**src/rtl/pitch_axi_lite_read_master.sv**
```systemverilog
// AXI4-Lite read-only master with a single-entry user command port and
// an optional periodic auto-poll of a fixed address.
//
// Ports:
//   m00_axi_aclk, m00_axi_areset   clock, synchronous active-high reset
//   cmd_valid/cmd_ready/cmd_addr   user read request (accepted only in IDLE)
//   poll_en                        enable automatic reads of POLL_ADDR
//   rsp_valid                      one-cycle response strobe
//   rsp_rdata/rsp_resp             read data and AXI response code
//   rsp_timeout                    transaction abandoned after TIMEOUT_CYCLES
//   rsp_poll                       response belongs to an automatic poll
//   m00_axi_ar*/m00_axi_r*         AXI4-Lite read address / read data channels
module pitch_axi_lite_read_master #(
    parameter int unsigned C_M00_AXI_DATA_WIDTH = 32,
    parameter int unsigned C_M00_AXI_ADDR_WIDTH = 4,
    parameter int unsigned TIMEOUT_CYCLES       = 64,
    parameter int unsigned POLL_PERIOD          = 1000,
    parameter logic [C_M00_AXI_ADDR_WIDTH-1:0] POLL_ADDR = '0
) (
    input  logic                            m00_axi_aclk,
    input  logic                            m00_axi_areset,

    input  logic                            cmd_valid,
    output logic                            cmd_ready,
    input  logic [C_M00_AXI_ADDR_WIDTH-1:0] cmd_addr,
    input  logic                            poll_en,

    output logic                            rsp_valid,
    output logic [C_M00_AXI_DATA_WIDTH-1:0] rsp_rdata,
    output logic [1:0]                      rsp_resp,
    output logic                            rsp_timeout,
    output logic                            rsp_poll,

    output logic [C_M00_AXI_ADDR_WIDTH-1:0] m00_axi_araddr,
    output logic [2:0]                      m00_axi_arprot,
    output logic                            m00_axi_arvalid,
    input  logic                            m00_axi_arready,
    input  logic [C_M00_AXI_DATA_WIDTH-1:0] m00_axi_rdata,
    input  logic [1:0]                      m00_axi_rresp,
    input  logic                            m00_axi_rvalid,
    output logic                            m00_axi_rready
);

    localparam int unsigned DW   = C_M00_AXI_DATA_WIDTH;
    localparam int unsigned AW   = C_M00_AXI_ADDR_WIDTH;
    localparam int unsigned TO_W = $clog2(TIMEOUT_CYCLES + 1);
    localparam int unsigned PC_W = (POLL_PERIOD > 1) ? $clog2(POLL_PERIOD) : 1;

    localparam logic [TO_W-1:0] TO_LAST = TO_W'(TIMEOUT_CYCLES - 1);
    localparam logic [PC_W-1:0] PC_LAST = PC_W'(POLL_PERIOD - 1);
    localparam logic [1:0]      RESP_SLVERR = 2'b10;

    typedef enum logic [1:0] {
        IDLE = 2'd0,
        AR   = 2'd1,
        R    = 2'd2,
        RSP  = 2'd3
    } state_t;

    state_t          state, state_n;
    logic [PC_W-1:0] poll_cnt, poll_cnt_n, poll_cnt_inc;
    logic [TO_W-1:0] to_cnt, to_cnt_n;
    logic            cur_poll, cur_poll_n;
    logic [AW-1:0]   addr_n;
    logic [DW-1:0]   rdata_n;
    logic [1:0]      resp_n;
    logic            timeout_n;
    logic            rsp_poll_n;
    logic            poll_due;
    logic            ar_hs;
    logic            r_hs;

    assign m00_axi_arprot = 3'b000;

    assign poll_due     = poll_en && (poll_cnt == PC_LAST);
    assign poll_cnt_inc = (poll_cnt == PC_LAST) ? poll_cnt : poll_cnt + PC_W'(1);
    assign ar_hs        = m00_axi_arvalid && m00_axi_arready;
    assign r_hs         = m00_axi_rvalid && m00_axi_rready;

    // Next-state, counters and response capture.
    always_comb begin
        state_n    = state;
        poll_cnt_n = poll_cnt;
        to_cnt_n   = to_cnt;
        cur_poll_n = cur_poll;
        addr_n     = m00_axi_araddr;
        rdata_n    = rsp_rdata;
        resp_n     = rsp_resp;
        timeout_n  = rsp_timeout;
        rsp_poll_n = rsp_poll;

        case (state)
            IDLE: begin
                to_cnt_n = '0;
                if (cmd_valid && cmd_ready) begin
                    // A due poll stays pending: the saturated counter just holds.
                    addr_n     = cmd_addr;
                    cur_poll_n = 1'b0;
                    poll_cnt_n = poll_cnt_inc;
                    state_n    = AR;
                end else if (poll_due && !cmd_valid) begin
                    addr_n     = POLL_ADDR;
                    cur_poll_n = 1'b1;
                    poll_cnt_n = '0;
                    state_n    = AR;
                end else begin
                    poll_cnt_n = poll_cnt_inc;
                end
            end

            AR: begin
                to_cnt_n = to_cnt + TO_W'(1);
                if (ar_hs) begin
                    state_n = R;
                end else if (to_cnt == TO_LAST) begin
                    state_n    = RSP;
                    rdata_n    = '0;
                    resp_n     = RESP_SLVERR;
                    timeout_n  = 1'b1;
                    rsp_poll_n = cur_poll;
                end
            end

            R: begin
                to_cnt_n = to_cnt + TO_W'(1);
                if (r_hs) begin
                    state_n    = RSP;
                    rdata_n    = m00_axi_rdata;
                    resp_n     = m00_axi_rresp;
                    timeout_n  = 1'b0;
                    rsp_poll_n = cur_poll;
                end else if (to_cnt == TO_LAST) begin
                    state_n    = RSP;
                    rdata_n    = '0;
                    resp_n     = RESP_SLVERR;
                    timeout_n  = 1'b1;
                    rsp_poll_n = cur_poll;
                end
            end

            RSP: begin
                state_n = IDLE;
            end

            default: begin
                state_n = IDLE;
            end
        endcase

        if (!poll_en) begin
            poll_cnt_n = '0;
        end
    end

    // State, counters and registered outputs; handshake outputs follow the next state.
    always_ff @(posedge m00_axi_aclk) begin
        if (m00_axi_areset) begin
            state           <= IDLE;
            poll_cnt        <= '0;
            to_cnt          <= '0;
            cur_poll        <= 1'b0;
            cmd_ready       <= 1'b0;
            m00_axi_arvalid <= 1'b0;
            m00_axi_rready  <= 1'b0;
            m00_axi_araddr  <= '0;
            rsp_valid       <= 1'b0;
            rsp_rdata       <= '0;
            rsp_resp        <= '0;
            rsp_timeout     <= 1'b0;
            rsp_poll        <= 1'b0;
        end else begin
            state           <= state_n;
            poll_cnt        <= poll_cnt_n;
            to_cnt          <= to_cnt_n;
            cur_poll        <= cur_poll_n;
            cmd_ready       <= (state_n == IDLE);
            m00_axi_arvalid <= (state_n == AR);
            m00_axi_rready  <= (state_n == R);
            m00_axi_araddr  <= addr_n;
            rsp_valid       <= (state_n == RSP);
            rsp_rdata       <= rdata_n;
            rsp_resp        <= resp_n;
            rsp_timeout     <= timeout_n;
            rsp_poll        <= rsp_poll_n;
        end
    end

endmodule

```
**config.mk**
```make
export PLATFORM = sky130hd
export DESIGN_NAME = pitch_axi_lite_read_master
export DESIGN_NICKNAME = d
export VERILOG_FILES = /design/src/rtl/pitch_axi_lite_read_master.sv
export SDC_FILE = /design/constraint.sdc
export NUM_CORES = 1
export LEC_CHECK = 0
export BUFFER_PORTS_ARGS = -buffer_cell sky130_fd_sc_hd__buf_2
export CORE_AREA = 2 2 82 84
export DETAILED_ROUTE_END_ITERATION = 10
export DIE_AREA = 0 0 84 86
export GPL_TIMING_DRIVEN = 0
export HOLD_SLACK_MARGIN = 0.03
export PLACE_DENSITY = 0.69
export SKIP_CTS_REPAIR_TIMING = 1
export SLEW_MARGIN = 20
export SYNTH_ARGS = -nofsm -noshare
export SYNTH_HDL_FRONTEND = slang
export SYNTH_SLANG_ARGS = --single-unit
```
**constraint.sdc**
```tcl
create_clock -name m00_axi_aclk -period 5.2 [get_ports m00_axi_aclk]
set_clock_uncertainty 0.05 [all_clocks]
set_input_delay 1.04 -clock m00_axi_aclk [delete_from_list [all_inputs] [get_ports m00_axi_aclk]]
set_output_delay 1.04 -clock m00_axi_aclk [all_outputs]
set_load 0.01 [all_outputs]
```
==> impl_metrics.yaml, run 1 <==
die:
  placementRows: 29
  fp.coreArea_um2: 6277
  fp.dieW_um: 84
  ios: 91
  start_util_pct: 40.76
  die_y_um: 86
  die_area_um2: 7224
cts:
  clock-root-buffer: "clkbuf_8"
  clk_pin_slew_ns: 0.07
  htreeDepth: 3
  clk_latency_ns: 0.34
  cts_tree: "done"
  cts_buffers: 9
  clock_sinks: 64
  clockBufferDepth: 2
sta:
  relSlewSlack_pct: 57.66
  rsz0062_at_grt: "false"
  setup_viol: 0
  post-route-period-util_pct: 42.05
  worst_pin_slew_ns: 0.6309
  hold_viol: 0
  setup_tns_ns: 0
  maxSlewViolCount: 0
  layout_min_cycle_time_ns: 2.187
  fmax_ghz: 0.4574
placement:
  io_buffers: 86
  dp_cells: 441
  place.gp.congestion: 0.7675
  dpl.hpwl_um: 4481
logic_synthesis:
  netlist_top_cells_area: "dfxtp_1 50%, a22oi_1 9.7%, nor2_1 7.9%"
  synth_most_common_cell: "dfxtp_1"
  yosysTopAreaCell: "dfxtp_1"
  synth_seq_cells: 64
  synth.cell_area_um2: 2559
  yosysSeqAreaShare_pct: 50.07
  syn_avg_cell_area_um2: 9.271
  yosysUniqueCellTypes: 45
  yosys.area.top_type_share_pct: 50.07
  synthArstFlopShare_pct: 0
  ys_top_cells_by_count: "64 x dfxtp_1, 54 x nor2_1, 33 x a22oi_1, 14 x nand2_1, 11 x a21oi_1"
  synthCells: 276
  yosys_warnings: 0
  synth_ff_type: "dfxtp_1"
  synth_edf_count: 0
worst_setup_path:
  cpMaxStageDelayCell: "o21ai_1"
  path_delay_family: "compound AO/OA/AOI/OAI gates"
  r2r_end: "rsp_rdata[3]"
  end_kind: "flop"
  worstSetupPathType: "primary input to flop"
  crit_path_start_kind: "primary input"
  crit_chain: "buf_2 > and3_1 > o21ai_1 > buf_2 > a22oi_1 > nor2_1"
  crit_fanout: 10
  cp-startpoint: "m00_axi_rvalid"
  crit_buf_inv: 2
  crit_top_cell: "buf_2"
  max_stage_delay_ns: 0.52
  timing.rr.start: "state[0]"
  crit_required_ns: 5.42
  arrival_ns: 2.41
  cp_num_cells: 6
  rrSetupSlack_ns: 3.07
  worst-r2r-cell-count: 7
  cp-endpoint: "rsp_rdata[3]"
routing:
  vias: 2316
  wl_um: 6006
  detail-route-antenna-nets: 0
  route.detailed.drc: 0
  dr.pass1.iters: 4
  avgRoutedWirePerCell_um: 13.14
  vias_per_cell: 5.068
  drt-initial-drc-count: 106
flow_run:
  max-cap-violations: 0
pwr:
  power.leakage_uw: 0.001460
  power_frac_seq_pct: 47.1
  intPower_uw: 812.2
  p_comb_share_pct: 14.6
  ir_drop_uv: 284.8
  power.density_nw_per_um2: 341.5
  switchingPower_uw: 313.6
  clkPwrFrac_pct: 38.3
  sw_frac_of_total_pct: 27.86
grt:
  grt-ovfl-total: 0
  grt_pass1_wl_um: 10110
  grt.total_usage_pct: 17.49
  grt_max_degree: 13
  antenna_found_initial: 0
  grt_pass1_vias: 2218
final_layout:
  layout.nets: 425
  areaGrowthSynthToFinish_pct: 28.85
  stdcell_count: 457
  drive_gt1_share_pct: 32.37
  num_antenna_cells: 0
  nFillCells: 588
hold_path:
  hp-class: "flop to flop"
outcome:
  status: "finished clean"
## flip-flops by register name (all words and copies together), names as in the netlist, 2 cells and up
register / flops
rsp_resp: 2
to_cnt: 7
state: 2
poll_cnt: 10
rsp_rdata: 32
m00_axi_araddr: 4
## logic make-up after synthesis
group | Yosys count | share of synthesized area, %
AO/OA/AOI/OAI | 68 | 18.83
XOR/XNOR | 9 | 3.374
adder cells (fa/ha/maj) | 6 | 2.934
buffers and inverters | 23 | 4.499
flip-flops | 64 | 50.07
multiplexers | 2 | 0.7824
other | 1 | 0.1466
AND/OR/NAND/NOR | 103 | 19.36
## through the flow
| stage | instance area (um^2) | hold WS, ns | setup WS [ns] | utilization [%] | total power (uW) |
|---|---|---|---|---|---|
| floorplan | 2566 | 0.4030 | 3.115 | - | 648.2 |
| global placement | 3093 | 0.4053 | 2.735 | 49.27 | 700.9 |
| detailed placement | 3093 | 0.4143 | 2.636 | 49.27 | 705.3 |
| CTS | 3297 | 0.4321 | 3.006 | 52.52 | 1139 |
| global route | 3297 | 0.4535 | 2.868 | 52.52 | 1186 |
| finish | 3297 | 0.4257 | 3.013 | 52.52 | 1126 |
## power by group through the flow
stage | combinational (uW) | clock (uW) | sequential [uW]
floorplan | 106 | 0 | 542
global placement | 159 | 0 | 542
detailed placement | 163 | 0 | 543
CTS | 164 | 444 | 532
global route | 188 | 464 | 534
finish | 164 | 431 | 531
## per-layer routing
layer | vias up | share of wire [%] | global-route usage, % | wire [um]
li1 | 1163 | - | - | -
met1 | 1071 | 44 | 20.74 | 2664
met2 | 76 | 46 | 29.02 | 2778
met3 | 6 | 8.2 | 7.411 | 491
met4 | 0 | 1.2 | 5.279 | 71
met5 | - | 0 | 0 | 0
## worst min-delay path by stage
| stage | cells after the start | from | endpoint | slack (ns) |
|---|---|---|---|---|
| floorplan | 2 | to_cnt[6] | to_cnt[6] | 0.40 |
| global placement | 2 | rsp_resp[1] | rsp_resp[1] | 0.41 |
| detailed placement | 1 | m00_axi_araddr[3] | m00_axi_araddr[3] | 0.41 |
| CTS | 1 | m00_axi_araddr[2] | m00_axi_araddr[2] | 0.43 |
| global route | 1 | m00_axi_araddr[2] | m00_axi_araddr[2] | 0.45 |
| finish | 1 | m00_axi_araddr[2] | m00_axi_araddr[2] | 0.43 |
## area by class of cell
cell class	instances	area (um^2)	area share, %
plain buffers	18	96.34	2.922
clock buffers	10	137.6	4.175
clock inverters	6	66.31	2.011
inverters	5	18.77	0.5693
multi-input cells	191	1170	35.48
flip-flops and latches	64	1281	38.86
well taps	77	96.34	2.922
repair buffers	86	430.4	13.06
## placed cells by master, fill, tap and decap left out, types with 4 or more instances in the layout
cell      count
a21oi_1      11
xor2_1        7
clkbuf_8     10
nand2_1      14
clkbuf_1      6
nand4_1       4
nor3_1        5
ha_1          6
o21ai_0       5
nand3_1       5
or3_1         4
buf_2        94
inv_1         5
a22o_1        5
dfxtp_1      64
a22oi_1      33
nor2_1       54
nor2b_1       4
Power figures use the tool's default switching activity.
==> run 2, diff against run 1 <==
- clock period: 5.2 -> 2.3 ns (I/O delays scaled with it)
==> impl_metrics.yaml, run 2 (synthesized netlist as in run 1, its figures left out) <==
final_layout:
  areaGrowthSynthToFinish_pct: 29.00
  largest_register_ff_count: 32
  layout.nets: 425
  num_antenna_cells: 0
  layout_commonest_cell: "buf_2"
  design_area_um2: 3301
  top_regs: "rsp_rdata: 32 flops, poll_cnt: 10 flops, to_cnt: 7 flops"
  drive_gt1_share_pct: 32.63
  final_cell_mix: "94 x buf_2, 64 x dfxtp_1, 54 x nor2_1, 33 x a22oi_1, 14 x nand2_1"
  max_flop_register: "rsp_rdata"
sta:
  layout_min_cycle_time_ns: 1.974
  maxSlewViolCount: 0
  timing.hold.ws_ns: 0.2892
  hold_viol: 0
  setup_viol: 0
  post-route-period-util_pct: 85.82
  relSlewSlack_pct: 65.11
  fmax_ghz: 0.5066
  setup_tns_ns: 0
  worst_pin_slew_ns: 0.5223
  rsz0062_at_grt: "false"
routing:
  detail-route-antenna-nets: 0
  avgRoutedWirePerCell_um: 13.18
  dr.pass1.iters: 4
  route.detailed.drc: 0
  vias_per_cell: 5.031
  drt-initial-drc-count: 116
  vias: 2299
  wl_um: 6024
cts:
  clock-root-buffer: "clkbuf_8"
  clock_sinks: 64
  clk_latency_ns: 0.34
  cts_tree: "done"
  cts_buffers: 9
  htreeDepth: 3
  clockBufferDepth: 2
  clk_pin_slew_ns: 0.08
pwr:
  ir_drop_uv: 644.3
  power.leakage_uw: 0.001460
  sw_frac_of_total_pct: 27.85
  p_comb_share_pct: 14.6
  power.density_nw_per_um2: 771.3
  intPower_uw: 1837
  clkPwrFrac_pct: 38.3
  power_frac_seq_pct: 47.1
  switchingPower_uw: 709.0
hold_path:
  hp-class: "primary input to flop"
  hold_end: "m00_axi_araddr[2]"
  worstHoldPathCells: 2
  worstHoldStart: "cmd_addr[2]"
outcome:
  status: "finished clean"
placement:
  place_area_um2: 3093
  dpl.hpwl_um: 4481
  place.gp.congestion: 0.7675
  io_buffers: 86
worst_setup_path:
  crit_path_start_kind: "flop"
  r2r_end: "rsp_rdata[13]"
  end_kind: "flop"
  worstSetupPathType: "flop to flop"
  timing.rr.start: "state[1]"
  crit_required_ns: 2.52
  worst-r2r-cell-count: 8
  crit_fanout: 10
  rrSetupSlack_ns: 0.33
  arrival_ns: 2.19
grt:
  grt-ovfl-total: 0
  grt_pass1_wl_um: 10110
  antenna_found_initial: 0
  grt_max_degree: 13
  grt.total_usage_pct: 17.49
  grt_pass1_vias: 2218
die:
  fp.coreArea_um2: 6277
  fp.dieW_um: 84
  die_y_um: 86
  die_area_um2: 7224
  start_util_pct: 40.76
  placementRows: 29
  ios: 91
flow_run:
  max-cap-violations: 0
run 2: stage by stage:
stage               instances  util, %  worst slack [ns]  total power [uW]
global placement          441    49.27            0.2750              1585
CTS                       457    52.52            0.1566              2575
detailed placement        441    49.27            0.1565              1595
floorplan                 278        -            0.5869              1465
global route              457    52.58            0.1562              2684
finish                    457    52.58            0.3262              2546
run 2: worst max path at each step:
stage	start	to	slack (ns)
final	state[1]	rsp_rdata[13]	0.33
after global routing	state[1]	rsp_rdata[25]	0.16
after CTS	state[0]	rsp_rdata[30]	0.16
after detailed placement	state[0]	rsp_rdata[3]	0.16
after global placement	state[0]	rsp_rdata[30]	0.28
after floorplan	state[0]	rsp_rdata[0]	0.59
run 2: final cells by class:
| type | instances | area (um^2) |
|---|---|---|
| buffer | 18 | 96.34 |
| clock buffer | 10 | 137.6 |
| clock inverter | 6 | 66.31 |
| fill | 588 | 2977 |
| inverter | 5 | 18.77 |
| multi-input combinational | 191 | 1174 |
| sequential | 64 | 1281 |
| tap | 77 | 96.34 |
| timing repair buffer | 86 | 430.4 |
run 2: per-layer routing:
layer / vias up / share of wire (%) / wire (um) / track usage [%]
li1: 1168 / - / - / -
met4: 0 / 0.73 / 44 / 5.279
met2: 73 / 47 / 2815 / 29.02
met1: 1056 / 45 / 2716 / 20.74
met3: 2 / 7.4 / 447 / 7.411
met5: - / 0 / 0 / 0
run 2: worst max-delay path, cell delays in order (launching register included):
cell and delay (ns):
dfxtp_1 0.43, inv_1 0.11, ha_1 0.22, a31oi_1 0.29
and2_1 0.17, buf_2 0.17, buf_2 0.24, a22oi_1 0.12
nor2_1 0.11
run 2: power by group through the flow:
stage	Clock, uW	Combinational, uW	Sequential [uW]
floorplan	0	239	1230
global placement	0	359	1230
detailed placement	0	367	1230
CTS	1000	370	1200
global route	1050	428	1210
finish	974	372	1200
